## config.mk

```make
export PLATFORM = sky130hd
export DESIGN_NAME = wb_arbiter
export DESIGN_NICKNAME = d
export VERILOG_FILES = /design/src/rtl/wb_pkg.sv /design/src/rtl/wb_timeout_counter.sv /design/src/rtl/wb_arbiter.sv
export SDC_FILE = /design/constraint.sdc
export NUM_CORES = 1
export LEC_CHECK = 0
export ABC_AREA = 1
export CORE_AREA = 2 2 122 124
export DETAILED_ROUTE_END_ITERATION = 12
export DIE_AREA = 0 0 124 126
export HOLD_SLACK_MARGIN = 0.02
export PLACE_DENSITY_LB_ADDON = 0.05
export SYNTH_ARGS = -nofsm -noshare
export SYNTH_HDL_FRONTEND = slang
export SYNTH_HIERARCHICAL = 1
export SYNTH_SLANG_ARGS = --single-unit
```

## constraint.sdc

```tcl
create_clock -name clk_i -period 5.7 [get_ports clk_i]
set_input_delay 1.14 -clock clk_i [delete_from_list [all_inputs] [get_ports clk_i]]
set_output_delay 1.14 -clock clk_i [all_outputs]
set_load 0.02 [all_outputs]
```

## src/rtl/wb_pkg.sv

```systemverilog
// Shared Wishbone definitions: arbiter FSM encoding, grant identifiers and
// default bus widths used across the wb_* blocks.
package wb_pkg;

  localparam int WB_DATA_WIDTH_DEF  = 32;
  localparam int WB_ADDR_WIDTH_DEF  = 32;
  localparam int WB_SEL_WIDTH_DEF   = 4;
  localparam int TIMEOUT_CYCLES_DEF = 255;

  typedef enum logic [1:0] {
    ST_IDLE   = 2'd0,
    ST_OWN_M0 = 2'd1,
    ST_OWN_M1 = 2'd2,
    ST_ABORT  = 2'd3
  } arb_state_t;

  typedef enum logic {
    GRANT_M0 = 1'b0,
    GRANT_M1 = 1'b1
  } grant_t;

endpackage

```

## src/rtl/wb_timeout_counter.sv

```systemverilog
// Stall counter for a bus tenure; terminal fires combinationally on the
// stalled cycle that brings the count up to LIMIT.
module wb_timeout_counter #(
  parameter int LIMIT = 255
) (
  input  logic clk_i,
  input  logic rst_i,
  input  logic count,
  input  logic clear,
  output logic terminal
);

  localparam int CW = $clog2(LIMIT + 1);
  localparam logic [CW-1:0] LAST_VALUE = CW'(LIMIT - 1);

  logic [CW-1:0] count_reg;

  // count_reg holds the number of stalls already seen, so the current
  // stalled cycle is the LIMIT-th one when count_reg equals LIMIT-1.
  assign terminal = count && (count_reg == LAST_VALUE);

  always_ff @(posedge clk_i or negedge rst_i) begin
    if (!rst_i) begin
      count_reg <= '0;
    end else if (clear || terminal) begin
      count_reg <= '0;
    end else if (count) begin
      count_reg <= count_reg + CW'(1);
    end
  end

endmodule

```

## src/rtl/wb_arbiter.sv

```systemverilog
// Two-master Wishbone arbiter with alternating tie-break, locked tenures and
// an abort path for slaves that stall longer than TIMEOUT_CYCLES.
module wb_arbiter
  import wb_pkg::*;
#(
  parameter int WB_DATA_WIDTH  = WB_DATA_WIDTH_DEF,
  parameter int WB_ADDR_WIDTH  = WB_ADDR_WIDTH_DEF,
  parameter int WB_SEL_WIDTH   = WB_SEL_WIDTH_DEF,
  parameter int TIMEOUT_CYCLES = TIMEOUT_CYCLES_DEF
) (
  input  logic                     clk_i,
  input  logic                     rst_i,
  input  logic [WB_ADDR_WIDTH-1:0] wb_m0_addr_i,
  input  logic [WB_DATA_WIDTH-1:0] wb_m0_data_i,
  input  logic                     wb_m0_we_i,
  input  logic [WB_SEL_WIDTH-1:0]  wb_m0_sel_i,
  input  logic                     wb_m0_stb_i,
  input  logic                     wb_m0_cyc_i,
  output logic                     wb_m0_ack_o,
  output logic                     wb_m0_err_o,
  output logic [WB_DATA_WIDTH-1:0] wb_m0_data_o,
  input  logic [WB_ADDR_WIDTH-1:0] wb_m1_addr_i,
  input  logic [WB_DATA_WIDTH-1:0] wb_m1_data_i,
  input  logic                     wb_m1_we_i,
  input  logic [WB_SEL_WIDTH-1:0]  wb_m1_sel_i,
  input  logic                     wb_m1_stb_i,
  input  logic                     wb_m1_cyc_i,
  output logic                     wb_m1_ack_o,
  output logic                     wb_m1_err_o,
  output logic [WB_DATA_WIDTH-1:0] wb_m1_data_o,
  output logic [WB_ADDR_WIDTH-1:0] wb_s_addr_o,
  output logic [WB_DATA_WIDTH-1:0] wb_s_data_o,
  output logic                     wb_s_we_o,
  output logic [WB_SEL_WIDTH-1:0]  wb_s_sel_o,
  output logic                     wb_s_stb_o,
  output logic                     wb_s_cyc_o,
  input  logic                     wb_s_ack_i,
  input  logic [WB_DATA_WIDTH-1:0] wb_s_data_i,
  output logic                     timeout_o
);

  arb_state_t state_reg;
  grant_t     last_grant_reg;
  grant_t     abort_owner_reg;

  logic own_m0;
  logic own_m1;
  logic owner_cyc;
  logic owner_stb;
  logic stall;
  logic terminal;

  assign own_m0 = (state_reg == ST_OWN_M0);
  assign own_m1 = (state_reg == ST_OWN_M1);

  assign owner_cyc = (own_m0 & wb_m0_cyc_i) | (own_m1 & wb_m1_cyc_i);
  assign owner_stb = (own_m0 & wb_m0_stb_i) | (own_m1 & wb_m1_stb_i);

  // An ack in the same cycle keeps the counter from hitting terminal, so
  // ack always beats timeout.
  assign stall = owner_cyc & owner_stb & ~wb_s_ack_i;

  wb_timeout_counter #(
    .LIMIT (TIMEOUT_CYCLES)
  ) u_timeout_counter (
    .clk_i    (clk_i),
    .rst_i    (rst_i),
    .count    (stall),
    .clear    (~stall),
    .terminal (terminal)
  );

  assign wb_m0_ack_o  = own_m0 & wb_s_ack_i;
  assign wb_m1_ack_o  = own_m1 & wb_s_ack_i;
  assign wb_m0_err_o  = own_m0 & terminal;
  assign wb_m1_err_o  = own_m1 & terminal;
  assign timeout_o    = terminal;
  assign wb_m0_data_o = wb_s_data_i;
  assign wb_m1_data_o = wb_s_data_i;

  always_comb begin
    wb_s_addr_o = '0;
    wb_s_data_o = '0;
    wb_s_we_o   = 1'b0;
    wb_s_sel_o  = '0;
    wb_s_stb_o  = 1'b0;
    wb_s_cyc_o  = 1'b0;
    if (own_m0) begin
      wb_s_addr_o = wb_m0_addr_i;
      wb_s_data_o = wb_m0_data_i;
      wb_s_we_o   = wb_m0_we_i;
      wb_s_sel_o  = wb_m0_sel_i;
      wb_s_stb_o  = wb_m0_stb_i;
      wb_s_cyc_o  = wb_m0_cyc_i;
    end else if (own_m1) begin
      wb_s_addr_o = wb_m1_addr_i;
      wb_s_data_o = wb_m1_data_i;
      wb_s_we_o   = wb_m1_we_i;
      wb_s_sel_o  = wb_m1_sel_i;
      wb_s_stb_o  = wb_m1_stb_i;
      wb_s_cyc_o  = wb_m1_cyc_i;
    end
  end

  // last_grant starts at m1 so the first tie after reset goes to m0.
  always_ff @(posedge clk_i or negedge rst_i) begin
    if (!rst_i) begin
      state_reg       <= ST_IDLE;
      last_grant_reg  <= GRANT_M1;
      abort_owner_reg <= GRANT_M0;
    end else begin
      case (state_reg)
        ST_IDLE: begin
          if (wb_m0_cyc_i && (!wb_m1_cyc_i || last_grant_reg == GRANT_M1)) begin
            state_reg      <= ST_OWN_M0;
            last_grant_reg <= GRANT_M0;
          end else if (wb_m1_cyc_i) begin
            state_reg      <= ST_OWN_M1;
            last_grant_reg <= GRANT_M1;
          end
        end
        ST_OWN_M0: begin
          if (!wb_m0_cyc_i) begin
            state_reg <= ST_IDLE;
          end else if (terminal) begin
            state_reg       <= ST_ABORT;
            abort_owner_reg <= GRANT_M0;
          end
        end
        ST_OWN_M1: begin
          if (!wb_m1_cyc_i) begin
            state_reg <= ST_IDLE;
          end else if (terminal) begin
            state_reg       <= ST_ABORT;
            abort_owner_reg <= GRANT_M1;
          end
        end
        ST_ABORT: begin
          if ((abort_owner_reg == GRANT_M0) ? !wb_m0_cyc_i : !wb_m1_cyc_i) begin
            state_reg <= ST_IDLE;
          end
        end
        default: state_reg <= ST_IDLE;
      endcase
    end
  end

endmodule

```

==> results.py <==
metrics = {
    "drt": {
        "drt-initial-drc-count": 76,
        "antenna_left": 0,
        "dr.pass1.iters": 4,
        "wl_per_cell_um": 17.56,
        "viasPerCell": 3.889,
        "wirelength_mm": 10.42,
        "num_vias": 2306,
        "drc": 0,
    },
    "grt": {
        "grt_use_total_pct": 11.99,
        "globalRouteMet2Util_pct": 21.04,
        "grt_max_degree": 59,
        "grt_use_met1_pct": 13.66,
        "use_met3_pct": 5.163,
        "grt_pass1_wl_mm": 14.11,
        "busiest_layer": "met2",
        "grt.overflow.total": 0,
        "antenna_found_initial": 0,
        "first_global_vias": 2141,
    },
    "cells_and_area": {
        "synthToLayoutAreaGrowth_pct": 92.64,
        "post-route-cell-area_mm2": 0.003963,
        "largest_reg_flops": 8,
        "final_cells": 593,
        "final_cell_mix": "clkdlybuf4s50_1, a22o_1, nand2_1",
        "layout_commonest_cell": "clkdlybuf4s50_1",
        "drive_above_1_share_pct": 5.379,
        "final_nets": 589,
        "filler_cell_count": 1532,
        "diodes": 0,
        "utilization_pct": 27.68,
    },
    "placed_design": {
        "place_area_mm2": 0.003874,
        "gp_congestion": 0.7170,
        "port_buffers": 220,
        "hpwl_mm": 8.674,
        "placed_cells": 589,
    },
    "timing": {
        "rsz0062_at_grt": "no",
        "tns_ns": 0,
        "relSlewSlack_pct": 55.45,
        "setup_violations": 0,
        "hold-worst-slack_ns": 0.4990,
        "max_freq_mhz": 218.3,
        "min_period_over_period_pct": 80.35,
        "slew_viol_final": 0,
        "tightest_slew_ns": 0.6683,
        "final_hold_viol_count": 0,
        "post-route-min-period_ns": 4.580,
        "fin_worst_skew_ns": 0.004422,
    },
    "worst_setup_path": {
        "slowest_stage": "clkdlybuf4s50_1",
        "startpoint_type": "primary input",
        "path_buf_inv": 5,
        "rrSetupSlack_ns": 3.54,
        "reg2reg_depth": 14,
        "crit_chain": "clkdlybuf4s50_1 -> nand2_2 -> nand2_2 -> nand3_2 -> inv_2 -> nand2_1 -> nor2_1 -> nand2_1 -> inv_1 -> inv_1 -> nor2_1 -> clkdlybuf4s50_1",
        "slowest_delay_ns": 0.64,
        "cp_top_family": "buffers and inverters",
        "r2r_end": "state_reg[1]",
        "crit_type": "primary input to output port",
        "r2r_start": "state_reg[0]",
        "worstPathRequired_ns": 4.56,
        "critPathMaxFanout": 7,
        "crit_arrival_ns": 3.44,
        "worstSetupEndpointType": "output port",
    },
    "power": {
        "pwr-share-seq_pct": 7.4,
        "leakage_nw": 1.551,
        "p_int_uw": 846.2,
        "switchingPower_uw": 733.2,
        "power_density_mw_per_mm2": 398.6,
        "p_clk_share_pct": 9.0,
        "ir_worst_vdd_mv": 0.08852,
        "p_comb_share_pct": 83.6,
        "power.share.switching_pct": 46.42,
    },
    "floorplan": {
        "dieArea_mm2": 0.01562,
        "coreArea_mm2": 0.01431,
        "start_util_pct": 14.37,
        "boundaryPins": 317,
        "die_h_um": 126,
        "rows": 44,
        "die_w_um": 124,
    },
    "clocking": {
        "post_cts_buffers": 0,
        "cts_buffers": 3,
        "cts_resized": 0,
        "htree_levels": 1,
        "hold_buffers": 0,
        "cts.root.buffer_cell": "clkbuf_16",
        "clockBufferDepth": 2,
        "cts_sinks": 12,
        "insertion_delay_ns": 0.24,
        "cts_tree": "yes",
        "path_clk_slew_ns": 0.04,
    },
    "synthesis": {
        "syn_inst": 261,
        "synth_top_area_share_pct": 29.38,
        "netlist_area_mm2": 0.002057,
        "ys_ff_latch": 12,
        "syn_nets": 440,
        "yosys.area.top_type": "a22o_1",
        "avgSynthCellArea_um2": 7.881,
        "yosys_warnings": 6,
        "synthTopCellsByArea": "a22o_1, buf_4, dfrtp_1",
        "yosysSeqAreaShare_pct": 14.66,
        "synth_cell_types": 26,
    },
    "worst_hold_path": {
        "holdCritStartpoint": "last_grant_reg",
        "hold_depth": 2,
        "hold_class": "flip-flop to flip-flop",
        "holdPathEnd": "last_grant_reg",
    },
    "run_status": {
        "status": "completed",
    },
    "run": {
        "drv_cap": 0,
    },
}
-- kinds of logic (layout without fill, tap and decap cells) --
group | Yosys count | count (layout) | synth area share (%)
DFF | 12 | 12 | 14.66
and+or+nand+nor | 73 | 73 | 18.07
buffers and inverters | 97 | 245 | 34.12
AOI/OAI and AO/OA | 75 | 75 | 31.08
adders and majority gates | 2 | 2 | 1.216
xor gates and xnor gates | 2 | 2 | 0.8517
-- worst max-delay path by stage --
stage | endpoint | depth (start not counted) | slack (ns) | start
after floorplan | wb_m0_err_o | 10 | 2.17 | wb_m0_cyc_i
after global routing | wb_m1_err_o | 12 | 0.89 | wb_m1_cyc_i
after CTS | wb_m1_err_o | 12 | 1.07 | wb_m1_cyc_i
after global placement | wb_m1_err_o | 12 | 1.11 | wb_m1_cyc_i
after detailed placement | wb_m1_err_o | 12 | 1.08 | wb_m1_cyc_i
final | wb_m1_err_o | 12 | 1.12 | wb_m1_cyc_i
-- Yosys cell counts --
| library cell | count |
|---|---|
| nand3_1 | 5 |
| dfrtp_1 | 11 |
| o21ai_0 | 1 |
| xor2_1 | 1 |
| buf_6 | 12 |
| o21bai_1 | 1 |
| nor2_8 | 2 |
| inv_1 | 16 |
| nand4_2 | 1 |
| or2_0 | 1 |
| nand3_2 | 1 |
| nor2_1 | 20 |
| nor2_4 | 1 |
| nand2_2 | 5 |
| a22o_1 | 69 |
| a21oi_1 | 3 |
| nor2_2 | 1 |
| a21boi_0 | 1 |
| buf_4 | 66 |
| nand2_1 | 33 |
| ha_1 | 2 |
| inv_2 | 3 |
| nand4_1 | 2 |
| xnor2_1 | 1 |
| nand3_4 | 1 |
| dfstp_2 | 1 |
-- power by group through the flow --
stage | Sequential, mW | Combinational (mW) | Clock [mW]
after CTS | 0.116 | 1.35 | 0.146
after floorplan | 0.116 | 0.831 | 0
after global placement | 0.118 | 1.37 | 0
final | 0.117 | 1.32 | 0.143
after detailed placement | 0.118 | 1.35 | 0
after global routing | 0.118 | 1.40 | 0.150
-- final cells by class --
class / instances / area (um2) / share of cell area, %
Clock buffer: 4 / 88.84 / 2.242
Inverter: 19 / 71.32 / 1.800
Multi-Input combinational cell: 152 / 1054 / 26.59
Sequential cell: 12 / 301.5 / 7.610
Tap cell: 184 / 230.2 / 5.810
Timing Repair Buffer: 222 / 2217 / 55.95
-- worst reg2reg max path, delay by kind of cell, from the launching register on --
family	cells	cell delay [ns]
DFF	1	0.53
buffers and inverters	3	0.40
and+or+nand+nor	11	1.18
-- routing by layer --
metal,share of wire (%),vias up,routed length (um)
met2,48,127,4997
li1,-,1141,-
met5,0,-,0
met3,13,8,1329
met4,0.69,0,72
met1,39,1030,4015
-- per-stage QoR --
step | total power [mW] | setup WS, ns
5_1_grt | 1.667 | 0.8861
6_report | 1.579 | 1.120
3_5_place_dp | 1.464 | 1.078
3_3_place_gp | 1.486 | 1.112
2_1_floorplan | 0.9460 | 2.173
4_1_cts | 1.612 | 1.072
Power figures use the tool's default switching activity.
==> patch: new RTL, same settings <==
Make the reset (`rst_i`) synchronous in 2 clocked blocks.
--- a/src/rtl/wb_timeout_counter.sv
+++ b/src/rtl/wb_timeout_counter.sv
@@ -21,3 +21,3 @@
 
-  always_ff @(posedge clk_i or negedge rst_i) begin
+  always_ff @(posedge clk_i) begin
     if (!rst_i) begin
--- a/src/rtl/wb_arbiter.sv
+++ b/src/rtl/wb_arbiter.sv
@@ -105,3 +105,3 @@
   // last_grant starts at m1 so the first tie after reset goes to m0.
-  always_ff @(posedge clk_i or negedge rst_i) begin
+  always_ff @(posedge clk_i) begin
     if (!rst_i) begin
Formal check against the unedited RTL: differs if rst_i is asserted again (counterexample within 4 cycles, from zero or initial values and one cycle with rst_i low); with rst_i held inactive, the same outputs for 10 cycles.
==> patch against the unedited design <==
- sequential cell count stayed put
- highest routed layer unchanged
- synthesized area is 7.4% lower
- synthesized cell count is 1.1% higher
- largest cell class unchanged
- fmax is 0.72% higher
- sequential share of layout area is 1.4 points lower
- die area stayed put
- via count is 2.3% higher
- wire length is 4.4% higher
- setup slack better by 0.033 ns
- final area is 2.1% lower
Power is not compared: it rests on default switching activity, and its combinational part moved more than twofold at a synthesized area within 25%.
==> patch: results (changes against the unedited design) <==
final WL 10900 um (+4.4%); register area share after synthesis 0.126 (-0.0205); share of flip-flops with an asynchronous set or reset 0 (-1.00); GP Congestion 0.728 (+1.5%); min cycle time layout 4.55 ns (-0.0325 ns); Endpoint, Worst Hold abort_owner_reg; Mapped Cells 264 (+1.1%); routed wire length per instance 18.2 um (+3.7%); Worst path max stage delay 0.60 ns (-0.04 ns); Pre-antenna DRT Iters 5 (+1); Hold Startpoint abort_owner_reg; outcome completed; worst-margin pin slew 0.607 ns (-0.0618 ns); hold_ws 0.478 ns (-0.0208 ns); Worst Setup EP wb_m0_err_o; Reg-to-Reg End state_reg[1]; gr usage total 0.125 (+0.00525); Post-Syn Nets 443 (+0.68%); DP HPWL 8700 um (+0.33%); first-pass GRT wire length 14800 um (+5.0%); synth unique cells 24 (-7.7%); top post-synthesis cells by area a22o_1 (32%), buf_4 (25%), dfxtp_1 (13%); Synth Flop Type dfxtp_1; largest net degree at the start of global routing 54 (-8.5%); worst reg2reg setup slack 3.42 ns (-0.12 ns); Layout Skew 0.00536 ns (+0.000936 ns); Arrival @ worst endpoint 3.41 ns (-0.03 ns); DRT iter0 DRCs 68 (-11%)
## patch: logic make-up after synthesis
kind of cell               count (synthesis)  synth area share
and+or+nand+nor                           65             0.160
AOI/OAI and AO/OA                         83             0.355
xor gates and xnor gates                   1           0.00460
buffers and inverters                    101             0.341
DFF                                       12             0.126
adders and majority gates                  2            0.0131
## patch: worst max-delay path, delay by kind of cell
| kind | cells | cell delay, ns |
|---|---|---|
| buffers and inverters | 6 | 1.58 |
| AND/OR/NAND/NOR | 5 | 0.46 |
| AO/OA/AOI/OAI | 1 | 0.22 |
## patch: final cells by class
cell class	instances	area (um^2)
Multi-Input combinational cell	151	1010
Clock buffer	4	88.8
Fill cell	1559	10400
Sequential cell	12	240
Inverter	23	87.6
Timing Repair Buffer	222	2220
Antenna cell	1	2.50
Tap cell	184	230
## patch: layer usage
layer,wire length [um],vias up,GRT usage
met5,0,-,0
met1,4410,1062,0.151
met4,19,0,0.0119
met2,5320,140,0.227
met3,1130,2,0.0349
li1,-,1156,-
